**config.mk**
```make
export PLATFORM = sky130hd
export DESIGN_NAME = mul_controller_flat
export DESIGN_NICKNAME = d
export VERILOG_FILES = /design/src/rtl/mul_controller_if.sv /design/src/rtl/mul_controller.sv /design/src/flat_wrapper.sv
export SDC_FILE = /design/constraint.sdc
export NUM_CORES = 1
export LEC_CHECK = 0
export ABC_AREA = 1
export CAP_MARGIN = 10
export CORE_ASPECT_RATIO = 2
export CORE_MARGIN = 2
export CORE_UTILIZATION = 30
export DETAILED_ROUTE_END_ITERATION = 8
export REMOVE_ABC_BUFFERS = 1
export SYNTH_ARGS = -nofsm -noshare
export SYNTH_HDL_FRONTEND = slang
export SYNTH_SLANG_ARGS = --single-unit
```
**constraint.sdc**
```tcl
create_clock -name clk -period 1.96 [get_ports clk]
set_input_delay 0.294 -clock clk [delete_from_list [all_inputs] [get_ports clk]]
set_output_delay 0.294 -clock clk [all_outputs]
set_load 0.02 [all_outputs]
```
**src/rtl/mul_controller_if.sv**
```systemverilog
// Handshake and strobe bundle between the multiplier controller, its host
// and the repeated-addition datapath.
//   master : host/datapath side (drives start, abort, eqz)
//   slave  : controller side (drives strobes, status and iteration count)
interface mul_controller_if;
  logic        start;
  logic        abort;
  logic        eqz;
  logic        lda;
  logic        ldb;
  logic        clrp;
  logic        ldp;
  logic        decb;
  logic        ready;
  logic        busy;
  logic        done;
  logic        err;
  logic [15:0] iter_cnt;

  modport master (
    output start, abort, eqz,
    input  lda, ldb, clrp, ldp, decb, ready, busy, done, err, iter_cnt
  );

  modport slave (
    input  start, abort, eqz,
    output lda, ldb, clrp, ldp, decb, ready, busy, done, err, iter_cnt
  );
endinterface

```
**src/rtl/mul_controller.sv**
```systemverilog
// Sequencer for the repeated-addition multiplier datapath.
// Loads A, loads B while clearing P, then issues one P+=A / B-=1 step per
// cycle until the datapath reports B==0. Supports synchronous abort and a
// saturating count of add cycles.
// Optional watchdog: define MULCTRL_TIMEOUT_EN to stop after MAX_ITER add
// cycles and pulse err instead of done.
module mul_controller #(
  parameter logic [15:0] MAX_ITER = 16'hFFFF
) (
  input  logic             clk,
  input  logic             rst_n,
  mul_controller_if.slave  bus
);

`ifdef MULCTRL_TIMEOUT_EN
  typedef enum logic [2:0] {
    IDLE   = 3'd0,
    LOAD_A = 3'd1,
    LOAD_B = 3'd2,
    ADD    = 3'd3,
    DONE   = 3'd4,
    ERR    = 3'd5
  } state_t;
`else
  typedef enum logic [2:0] {
    IDLE   = 3'd0,
    LOAD_A = 3'd1,
    LOAD_B = 3'd2,
    ADD    = 3'd3,
    DONE   = 3'd4
  } state_t;
`endif

  state_t      state_reg;
  state_t      state_next;
  logic [15:0] iter_cnt_reg;

  // Registered state decodes; the strobes are gated afterwards by abort/eqz.
  logic        lda_en_reg;
  logic        ldb_en_reg;
  logic        add_en_reg;
  logic        ready_reg;
  logic        busy_reg;
  logic        done_reg;
  logic        timeout_hit;
  logic        add_step;

`ifdef MULCTRL_TIMEOUT_EN
  logic        err_reg;
  assign timeout_hit = add_en_reg && (iter_cnt_reg == MAX_ITER);
`else
  // Watchdog limit has no effect in this build.
  logic        unused_max_iter;
  assign unused_max_iter = ^MAX_ITER;
  assign timeout_hit     = 1'b0;
`endif

  // An add step happens in ADD while B is non-zero and the watchdog has not
  // tripped; abort suppresses the strobes separately.
  assign add_step = add_en_reg && !bus.eqz && !timeout_hit;

  // Next-state selection; abort overrides every other input.
  always_comb begin
    state_next = state_reg;
    if (bus.abort) begin
      state_next = IDLE;
    end else begin
      case (state_reg)
        IDLE:    state_next = bus.start ? LOAD_A : IDLE;
        LOAD_A:  state_next = LOAD_B;
        LOAD_B:  state_next = ADD;
        ADD: begin
          if (bus.eqz)
            state_next = DONE;
`ifdef MULCTRL_TIMEOUT_EN
          else if (timeout_hit)
            state_next = ERR;
`endif
          else
            state_next = ADD;
        end
        DONE:    state_next = IDLE;
`ifdef MULCTRL_TIMEOUT_EN
        ERR:     state_next = IDLE;
`endif
        default: state_next = IDLE;
      endcase
    end
  end

  // State register, registered decodes and the saturating add counter.
  always_ff @(posedge clk or negedge rst_n) begin
    if (!rst_n) begin
      state_reg    <= IDLE;
      iter_cnt_reg <= 16'd0;
      lda_en_reg   <= 1'b0;
      ldb_en_reg   <= 1'b0;
      add_en_reg   <= 1'b0;
      ready_reg    <= 1'b1;
      busy_reg     <= 1'b0;
      done_reg     <= 1'b0;
`ifdef MULCTRL_TIMEOUT_EN
      err_reg      <= 1'b0;
`endif
    end else begin
      state_reg  <= state_next;
      lda_en_reg <= (state_next == LOAD_A);
      ldb_en_reg <= (state_next == LOAD_B);
      add_en_reg <= (state_next == ADD);
      ready_reg  <= (state_next == IDLE);
      busy_reg   <= (state_next == LOAD_A) || (state_next == LOAD_B) ||
                    (state_next == ADD);
      done_reg   <= (state_next == DONE);
`ifdef MULCTRL_TIMEOUT_EN
      err_reg    <= (state_next == ERR);
`endif
      if (!bus.abort) begin
        if (ldb_en_reg)
          iter_cnt_reg <= 16'd0;
        else if (add_step && (iter_cnt_reg != 16'hFFFF))
          iter_cnt_reg <= iter_cnt_reg + 16'd1;
      end
    end
  end

  assign bus.lda      = lda_en_reg && !bus.abort;
  assign bus.ldb      = ldb_en_reg && !bus.abort;
  assign bus.clrp     = ldb_en_reg && !bus.abort;
  assign bus.ldp      = add_step && !bus.abort;
  assign bus.decb     = add_step && !bus.abort;
  assign bus.ready    = ready_reg;
  assign bus.busy     = busy_reg;
  assign bus.done     = done_reg && !bus.abort;
`ifdef MULCTRL_TIMEOUT_EN
  assign bus.err      = err_reg && !bus.abort;
`else
  assign bus.err      = 1'b0;
`endif
  assign bus.iter_cnt = iter_cnt_reg;

endmodule

```
**src/flat_wrapper.sv**
```systemverilog
// flat-port wrapper written by rule: the top's interface ports become plain ports
module mul_controller_flat 
#(
  parameter logic [15:0] MAX_ITER = 16'hFFFF
)
  (clk, rst_n, bus_start, bus_abort, bus_eqz, bus_lda, bus_ldb, bus_clrp, bus_ldp, bus_decb, bus_ready, bus_busy, bus_done, bus_err, bus_iter_cnt);
  mul_controller_if bus_i ();
  input  logic clk;
  input  logic rst_n;
  input wire logic [$bits(bus_i.start)-1:0] bus_start;
  input wire logic [$bits(bus_i.abort)-1:0] bus_abort;
  input wire logic [$bits(bus_i.eqz)-1:0] bus_eqz;
  output wire logic [$bits(bus_i.lda)-1:0] bus_lda;
  output wire logic [$bits(bus_i.ldb)-1:0] bus_ldb;
  output wire logic [$bits(bus_i.clrp)-1:0] bus_clrp;
  output wire logic [$bits(bus_i.ldp)-1:0] bus_ldp;
  output wire logic [$bits(bus_i.decb)-1:0] bus_decb;
  output wire logic [$bits(bus_i.ready)-1:0] bus_ready;
  output wire logic [$bits(bus_i.busy)-1:0] bus_busy;
  output wire logic [$bits(bus_i.done)-1:0] bus_done;
  output wire logic [$bits(bus_i.err)-1:0] bus_err;
  output wire logic [$bits(bus_i.iter_cnt)-1:0] bus_iter_cnt;
  assign bus_i.start = bus_start;
  assign bus_i.abort = bus_abort;
  assign bus_i.eqz = bus_eqz;
  assign bus_lda = bus_i.lda;
  assign bus_ldb = bus_i.ldb;
  assign bus_clrp = bus_i.clrp;
  assign bus_ldp = bus_i.ldp;
  assign bus_decb = bus_i.decb;
  assign bus_ready = bus_i.ready;
  assign bus_busy = bus_i.busy;
  assign bus_done = bus_i.done;
  assign bus_err = bus_i.err;
  assign bus_iter_cnt = bus_i.iter_cnt;
  mul_controller #(.MAX_ITER(MAX_ITER)) u_core (.clk(clk), .rst_n(rst_n), .bus(bus_i));
endmodule
```
==> metrics.txt, run 1 <==
status=finished clean; Die W=53.67 um; Internal Power=0.9208 mW; CP max FO=6; Post-Syn Instances=205; Area Overhead vs Synth=27.73%; clk_lat worst skew=0.27 ns; Max Slew Vio Count=0; Sw Share=0.3470; vias in the first global route=1430; slowest stage delay, CP=0.60 ns; Netlist Area Pre-Place=1480 sq um; Leak=0.8598 nW; Tot Pwr=1.410 mW; Non-Filler Instances=296; Via Count=1382; die area=5546 sq um; Inst Count DP=292; CTS tree=yes; GRT overflow=0; proportion of synthesized area in mux cells=0; compound-cell area share of the yosys netlist=0.04649; worst-path cell chain=clkdlybuf4s50_1 > buf_4 > nor2_1 > clkdlybuf4s50_1; first-pass GRT wire length=6430 um; Port-buffer cells=28; worst vdd ir=0.5042 mV; DR iter-0 viols=18; DP Wirelength=2953 um; via/cell ratio=4.669; adder-cell share of the synthesized area=0.008453; Crit path top cell by count=clkdlybuf4s50_1; xor and xnor area share after synthesis=0.03550; clock share of power=0.224; fin crit period=1.870 ns; Mean Syn Cell Area=7.220 sq um; WHS=0.3787 ns; Reg power frac=0.464; Root Driver=clkbuf_8; Logic pwr share=0.311; Critical Path AT=1.58 ns; final worst slack=0.09024 ns; Antenna Nets Post-Route=0; Max-cap violations=0; Worst Path Buf+Inv=3; Clock Sinks=25; # IOs=30; initial antenna violation count=0; Synth Register Bits=25; critical path endpoint category=primary output; final wirelength=3802 um; CP delay by family, top=buffers and inverters; gr usage total=0.1624; slowest CP cell=clkdlybuf4s50_1; NetSw=0.4892 mW; crit path kind=in -> out; routability cong.=0.8606; Post-route DRC=0; PwrDens=745.8 nW/um^2; Cell variety after synth=23; Initial Util=0.3071; clk buf depth=2; sequential share of the synthesized area=0.4235; row count=36; Post-Synth Simple-Gate Area=0.4049; setup TNS=0 ns; largest family of logic cells by synthesized area=simple AND/OR/NAND/NOR gates; max reg flops=16; Critical Path RT=1.67 ns; clk_skew=0.003303 ns; setup violators final=0; Hold Violations, Final=0; Num CTS Buffers=3; Die Y=103.3 um; Ant. Diodes=0; worst hold path class=in -> async; DRT Pass-1 Iters=4; Final period util=0.9540; core area=4820 sq um; Post-CTS Setup Repair Bufs=0; RSZ-0062 raised after global routing=no; pin count of the biggest net entering global routing=26; Routed wire per std cell=12.84 um; worst slack, placed=-0.07528 ns; type of origin of the critical path=input pin; Ys Warns=0; Clock Pin Slew Worst Setup and Hold Paths=0.09 ns; layout cells sized above 1=0.08787; Nets=246; CTS H-tree lvls=1; fill cell count=524; fmax=534.8 MHz
kinds of logic (layout without fill, tap and decap cells):
kind of cell	after synthesis	in the layout
AND/OR/NAND/NOR	137	137
XOR/XNOR	6	6
AO/OA/AOI/OAI	10	10
other	1	1
adder cells (fa/ha/maj)	1	1
flip-flops	25	25
buffers and inverters	25	59
power groups by stage:
stage | clock network (mW) | logic [mW] | registers, mW
2_1_floorplan | 0 | 0.156 | 0.736
3_3_place_gp | 0 | 0.441 | 0.667
3_5_place_dp | 0 | 0.447 | 0.666
4_1_cts | 0.322 | 0.446 | 0.656
5_1_grt | 0.351 | 0.487 | 0.671
6_report | 0.316 | 0.439 | 0.655
final timing paths:
path / cells after the start / start / slack [ns] / to
worst max-delay path: 4 / bus_abort / 0.09 / bus_done
worst min-delay path: 2 / rst_n / 0.38 / u_core.bus.iter_cnt[14]$_DFFE_PN0P_
worst max register to register: 8 / u_core.bus.iter_cnt[1]$_DFFE_PN0P_ / 0.24 / u_core.bus.iter_cnt[6]$_DFFE_PN0P_
worst min register to register: 1 / u_core.state_reg[2]$_DFF_PN0_ / 0.52 / u_core.done_reg$_DFF_PN0_
max in group asynchronous: 2 / rst_n / 1.28 / u_core.bus.ready$_DFF_PN1_
min in group clk: 1 / u_core.state_reg[2]$_DFF_PN0_ / 0.52 / u_core.done_reg$_DFF_PN0_
worst reg2reg max path, cell delays in order (launching register included):
cell and delay (ns):
dfrtp_1 0.43, ha_1 0.21, nand2_2 0.08, nor2_4 0.14, nand3_2 0.11, o21ai_4 0.27, nand2_4 0.20, nand2_1 0.09
o21ai_0 0.08
layout by cell type, fill, tap and decap left out:
cell | netlist | routed
dfstp_2 | 1 | 1
nor3b_1 | 1 | 1
o21bai_1 | 3 | 3
xor2_1 | 6 | 6
inv_1 | 18 | 18
nor2_1 | 38 | 38
nand3_1 | 20 | 20
clkbuf_1 | 2 | 1
o21ai_4 | 1 | 1
nand2_2 | 2 | 2
clkdlybuf4s50_1 | 0 | 24
clkbuf_8 | 0 | 3
nor2_4 | 2 | 2
buf_4 | 4 | 9
nor2_2 | 1 | 1
conb_1 | 1 | 1
dlygate4sd2_1 | 0 | 4
nand2_1 | 62 | 62
ha_1 | 1 | 1
nand3_2 | 1 | 1
o21ai_0 | 6 | 6
nor3_1 | 2 | 2
dfrtp_1 | 24 | 24
nand4_1 | 7 | 7
nand2_4 | 1 | 1
layer usage:
layer  global-route usage  vias to the layer above  routed length (um)
li1                     -                      713                   -
met1               0.1715                      619                1374
met2               0.2927                       36                2150
met3              0.01580                       14                 112
met4               0.1006                        0                 164
met5                    0                        -                   0
timing repair:
action,in CTS,in global routing
hold buffers,0,0
endpoints found under the setup margin,4,0
resized for setup,4,0
layout make-up:
class                           instances  area, sq um  share of cell area
Sequential cell                        25        626.9              0.3316
Multi-Input combinational cell        155        737.0              0.3898
Tap cell                               57        71.32             0.03772
Inverter                               18        67.56             0.03574
Timing Repair Buffer                   37        342.8              0.1813
Clock buffer                            4        45.04             0.02383
synth_stat cells (all sizes together):
master  instances  area, sq um
inv            18        67.56
nand2          65        256.5
xor2            6        52.55
nor3            2        10.01
nor3b           1        7.510
nand3          21        110.1
o21ai           7        46.30
nand4           7        43.79
clkbuf          2        7.510
ha              1        12.51
nor2           41        171.4
buf             5        41.29
dfrtp          24        600.6
dfstp           1        26.28
conb            1        3.750
o21bai          3        22.52
per-stage QoR:
stage / utilization / instance area, sq um
floorplan: - / 1431
global placement: 0.3840 / 1851
detailed placement: 0.3840 / 1851
CTS: 0.3923 / 1891
global route: 0.3923 / 1891
finish: 0.3923 / 1891
No activity file was read; power rests on OpenSTA's default activity.
==> inputs of run 2 (changes only) <==
Clock period 1.96 ns to 1.9 ns, I/O delays scaled along.
==> run 2 against run 1 <==
Non-clock buffer count up 3. Combinational power increased by 3%. Cell count is 1.0% higher. Global-route usage decreased by 0.15 points. Die area is the same. Clock-buffer cell count shrank 1. Core utilization is 0.60 points higher. Clock power is essentially flat. Hold slack gained 0.0042 ns. Routed wire length down 1.8%.
==> metrics.txt, run 2 (same netlist as run 1, synthesis figures left out) <==
status=finished clean; critical path endpoint category=primary output; CP max FO=8; worst-path cell chain=clkdlybuf4s50_1; clk_lat worst skew=0.27 ns; row count=36; Sw Share=0.3453; setup TNS=0 ns; layout cells sized above 1=0.1033; CP delay by family, top=buffers and inverters; Die W=53.67 um; Nets=249; Antenna Nets Post-Route=0; Routed wire per std cell=12.48 um; Leak=0.9119 nW; NetSw=0.5005 mW; DRT Pass-1 Iters=4; Post-route DRC=0; crit path kind=reg -> out; Logic pwr share=0.313; Final period util=0.9066; most frequent cells in the layout=nand2_1 (62), nor2_1 (38), dfrtp_1 (24); clk_skew=0.006307 ns; Num CTS Buffers=3; slowest CP cell=clkdlybuf4s50_1; worst hold path class=in -> async; RSZ-0062 raised after global routing=no; vias in the first global route=1454; worst vdd ir=0.4454 mV; DP Wirelength=2939 um; Tot Pwr=1.450 mW; Root Driver=clkbuf_8; routability cong.=0.8585; PwrDens=755.3 nW/um^2; pin count of the biggest net entering global routing=26; Clock Pin Slew Worst Setup and Hold Paths=0.09 ns; initial antenna violation count=0; r2r setup slk=0.26 ns; slowest stage delay, CP=0.66 ns; gr usage total=0.1609; max reg flops=16; fill cell count=511; CTS H-tree lvls=1; Clock Sinks=25; setup violators final=0; Critical Path RT=1.62 ns; via/cell ratio=4.742; clock share of power=0.220; commonest non-fill, non-tap cell in the layout=nand2_1; Area Overhead vs Synth=29.67%; core area=4820 sq um; Die Y=103.3 um; Max Slew Vio Count=0; clk buf depth=2; Via Count=1418; Max-cap violations=0; Port-buffer cells=28; fmax=580.6 MHz; Hold Violations, Final=0; die area=5546 sq um; Critical Path AT=1.44 ns; type of origin of the critical path=flop; fin crit period=1.723 ns; CTS tree=yes; Worst Path Buf+Inv=1; final wirelength=3733 um; Internal Power=0.9491 mW; first-pass GRT wire length=6561 um; Initial Util=0.3071; # IOs=30; GRT overflow=0; DR iter-0 viols=16; Ant. Diodes=0; Reg power frac=0.467
==> run 2: cell types whose count changed in the layout (fill, tap and decap cells not counted) <==
cell             before  now
clkdlybuf4s50_1      24   22
dlymetal6s2s_1        0    2
clkbuf_1              1    0
buf_4                 9   12
clkinv_2              0    1
==> run 2: power groups by stage <==
stage	Combinational (mW)	Sequential, mW	Clock (mW)
final	0.454	0.676	0.319
after detailed placement	0.463	0.688	0
after global routing	0.506	0.689	0.351
after floorplan	0.161	0.760	0
after CTS	0.463	0.677	0.327
after global placement	0.457	0.687	0
==> run 2: per-stage QoR <==
step | hold slack, ns | instance area (sq um) | utilization | setup WS [ns] | cells
final | 0.3829 | 1919 | 0.3982 | 0.1775 | 299
after global placement | 0.5003 | 1873 | 0.3886 | -0.1057 | 295
after detailed placement | 0.5062 | 1873 | 0.3886 | -0.1111 | 295
after floorplan | -0.01059 | 1431 | - | -0.1208 | 198
after CTS | 0.3926 | 1914 | 0.3972 | 0.02726 | 299
after global routing | 0.4309 | 1919 | 0.3982 | 0.01553 | 299
==> run 2: cell type report <==
cell class,instances,area (sq um),area share
clock inverters,1,5.005,0.002608
inverters,18,67.56,0.03520
multi-input cells,155,737.0,0.3840
repair buffers,40,370.4,0.1930
clock buffers,3,41.29,0.02151
well taps,57,71.32,0.03716
flip-flops and latches,25,626.9,0.3266
==> run 2: what timing repair did <==
item,in CTS,in global routing
buffers inserted,0,0
hold buffers,0,0
endpoints found under the setup margin,4,2
gates resized for setup,4,2
==> run 2: final timing paths <==
| path | start | end | cells after the start |
|---|---|---|---|
| max | u_core.bus.iter_cnt[2]$_DFFE_PN0P_ | bus_iter_cnt[2] | 1 |
| min | rst_n | u_core.bus.iter_cnt[12]$_DFFE_PN0P_ | 2 |
| max reg2reg | u_core.bus.iter_cnt[1]$_DFFE_PN0P_ | u_core.bus.iter_cnt[6]$_DFFE_PN0P_ | 8 |
| min reg2reg | u_core.state_reg[2]$_DFF_PN0_ | u_core.done_reg$_DFF_PN0_ | 1 |
| max in group asynchronous | rst_n | u_core.bus.ready$_DFF_PN1_ | 2 |
| min in group clk | u_core.state_reg[2]$_DFF_PN0_ | u_core.done_reg$_DFF_PN0_ | 1 |
==> run 2: metal layers <==
layer	track usage	wire length, um	vias to the layer above
met2	0.3049	2149	27
met1	0.1705	1388	668
met3	0.01580	109	7
met4	0.06706	85	0
li1	-	-	716
met5	0	0	-
==> inputs of run 3 (changes only) <==
Settings changed: REMOVE_ABC_BUFFERS 1 to unset.
==> run 3 against run 2 <==
Sequential power up 0.6%. Non-clock buffer count up 3. Clock power up 7.8%. Global-route usage up 0.61 points. Routed wire length up 8.1%. Die area unchanged. Worst setup slack worse by 0.021 ns. Critical path depth up 4. Flip-flop and latch count unchanged. Register-to-register slack better by 0.06 ns. Critical path type is now in -> out.
==> metrics.txt, run 3 (same netlist as run 1, synthesis figures left out) <==
crit path kind=in -> out; # IOs=30; Area Overhead vs Synth=30.94%; CTS tree=yes; status=finished clean; Sw Share=0.3601; PwrDens=766.1 nW/um^2; type of origin of the critical path=input pin; initial antenna violation count=0; row count=36; final wirelength=4035 um; worst hold path class=in -> async; Critical Path RT=1.62 ns; Leak=0.9135 nW; slowest stage delay, CP=0.49 ns; NetSw=0.5346 mW; clk_skew=0.005634 ns; gr usage total=0.1670; slowest CP cell=clkdlybuf4s50_1; Ant. Diodes=0; Die W=53.67 um; Root Driver=clkbuf_8; via/cell ratio=4.722; DRT Pass-1 Iters=4; Synth Net Count=211; fmax=573.5 MHz; first-pass GRT wire length=6672 um; Via Count=1426; Crit Reg-Reg Endpoint=u_core.bus.iter_cnt[3]$_DFFE_PN0P_; Reg power frac=0.458; fin crit period=1.744 ns; worst-path cell chain=clkdlybuf4s50_1 > inv_1 > nand2_1 > nor2_1 > dlygate4sd2_1; Clock Sinks=25; Die Y=103.3 um; Worst R2R Start=u_core.bus.iter_cnt[1]$_DFFE_PN0P_; most frequent cells in the layout=nand2_1 (62), nor2_1 (38), dfrtp_1 (24); Routed wire per std cell=13.36 um; Max Slew Vio Count=0; Final period util=0.9178; Port-buffer cells=28; max reg flops=16; Internal Power=0.9502 mW; fill cell count=493; Tot Pwr=1.485 mW; pin count of the biggest net entering global routing=26; r2r setup slk=0.32 ns; Critical Path AT=1.46 ns; critical path endpoint category=primary output; placed cell areas=1896 sq um; CTS H-tree lvls=1; core area=4820 sq um; layout cells sized above 1=0.1143; worst vdd ir=0.4885 mV; clock share of power=0.232; vias in the first global route=1458; Max-cap violations=0; Clock Pin Slew Worst Setup and Hold Paths=0.09 ns; setup violators final=0; cts hold-fix bufs=0; CP max FO=4; Nets=252; Final Cell Area=1938 sq um; Antenna Nets Post-Route=0; R2R depth=8; Initial Util=0.3071; die area=5546 sq um; commonest non-fill, non-tap cell in the layout=nand2_1; RSZ-0062 raised after global routing=no; Num CTS Buffers=3; Logic pwr share=0.310; clk_lat worst skew=0.28 ns; GRT overflow=0; clk buf depth=2; routability cong.=0.8170; Post-route DRC=0; DP Wirelength=3149 um; DR iter-0 viols=22; Hold Violations, Final=0
[run 3: power by group through the flow]
| stage | registers [mW] | clock network, mW | logic, mW |
|---|---|---|---|
| after CTS | 0.682 | 0.351 | 0.466 |
| final | 0.680 | 0.344 | 0.460 |
| after floorplan | 0.756 | 0 | 0.174 |
| after detailed placement | 0.693 | 0 | 0.467 |
| after global placement | 0.691 | 0 | 0.462 |
| after global routing | 0.693 | 0.367 | 0.507 |
[run 3: worst max-delay path by stage]
stage	start	end	depth (start not counted)
global placement	bus_abort	bus_ldp	5
finish	bus_abort	bus_decb	5
detailed placement	bus_abort	bus_decb	5
floorplan	u_core.bus.iter_cnt[0]$_DFFE_PN0P_	u_core.bus.iter_cnt[13]$_DFFE_PN0P_	9
CTS	bus_abort	bus_ldb	3
global route	bus_abort	bus_decb	5
[run 3: timing repair]
action / in CTS / in global routing
gates resized for setup: 5 / 1
buffers inserted: 0 / 0
pin swaps: 0 / 0
setup endpoints to repair: 6 / 1
[run 3: per-stage QoR]
stage / hold slack (ns) / setup TNS, ns / setup slack [ns] / utilization / cells
2_1_floorplan: -0.01059 / 0 / 0.1903 / - / 205
3_3_place_gp: 0.5516 / -0.2104 / -0.08321 / 0.3933 / 298
3_5_place_dp: 0.5508 / -0.3917 / -0.1424 / 0.3933 / 298
4_1_cts: 0.3700 / 0 / 0.003010 / 0.4016 / 302
5_1_grt: 0.3862 / 0 / 0.04279 / 0.4021 / 302
6_report: 0.3569 / 0 / 0.1562 / 0.4021 / 302
[run 3: area by class of cell]
type	count	area [sq um]	area share
clock buffer	3	41.29	0.02130
clock inverter	1	5.005	0.002582
inverter	18	67.56	0.03486
multi-input combinational	155	737.0	0.3802
sequential	25	626.9	0.3234
tap	57	71.32	0.03680
timing repair buffer	43	389.1	0.2008
[run 3: metal layers]
layer	wire (um)	vias up	global-route usage
li1	-	726	-
met1	1433	662	0.1670
met2	2403	29	0.3199
met3	100	9	0.01580
met4	98	0	0.08481
met5	0	-	0
[run 3: worst max-delay path, delay by kind of cell]
family | cells | cell delay (ns)
AND/OR/NAND/NOR | 2 | 0.21
buffers and inverters | 3 | 0.96
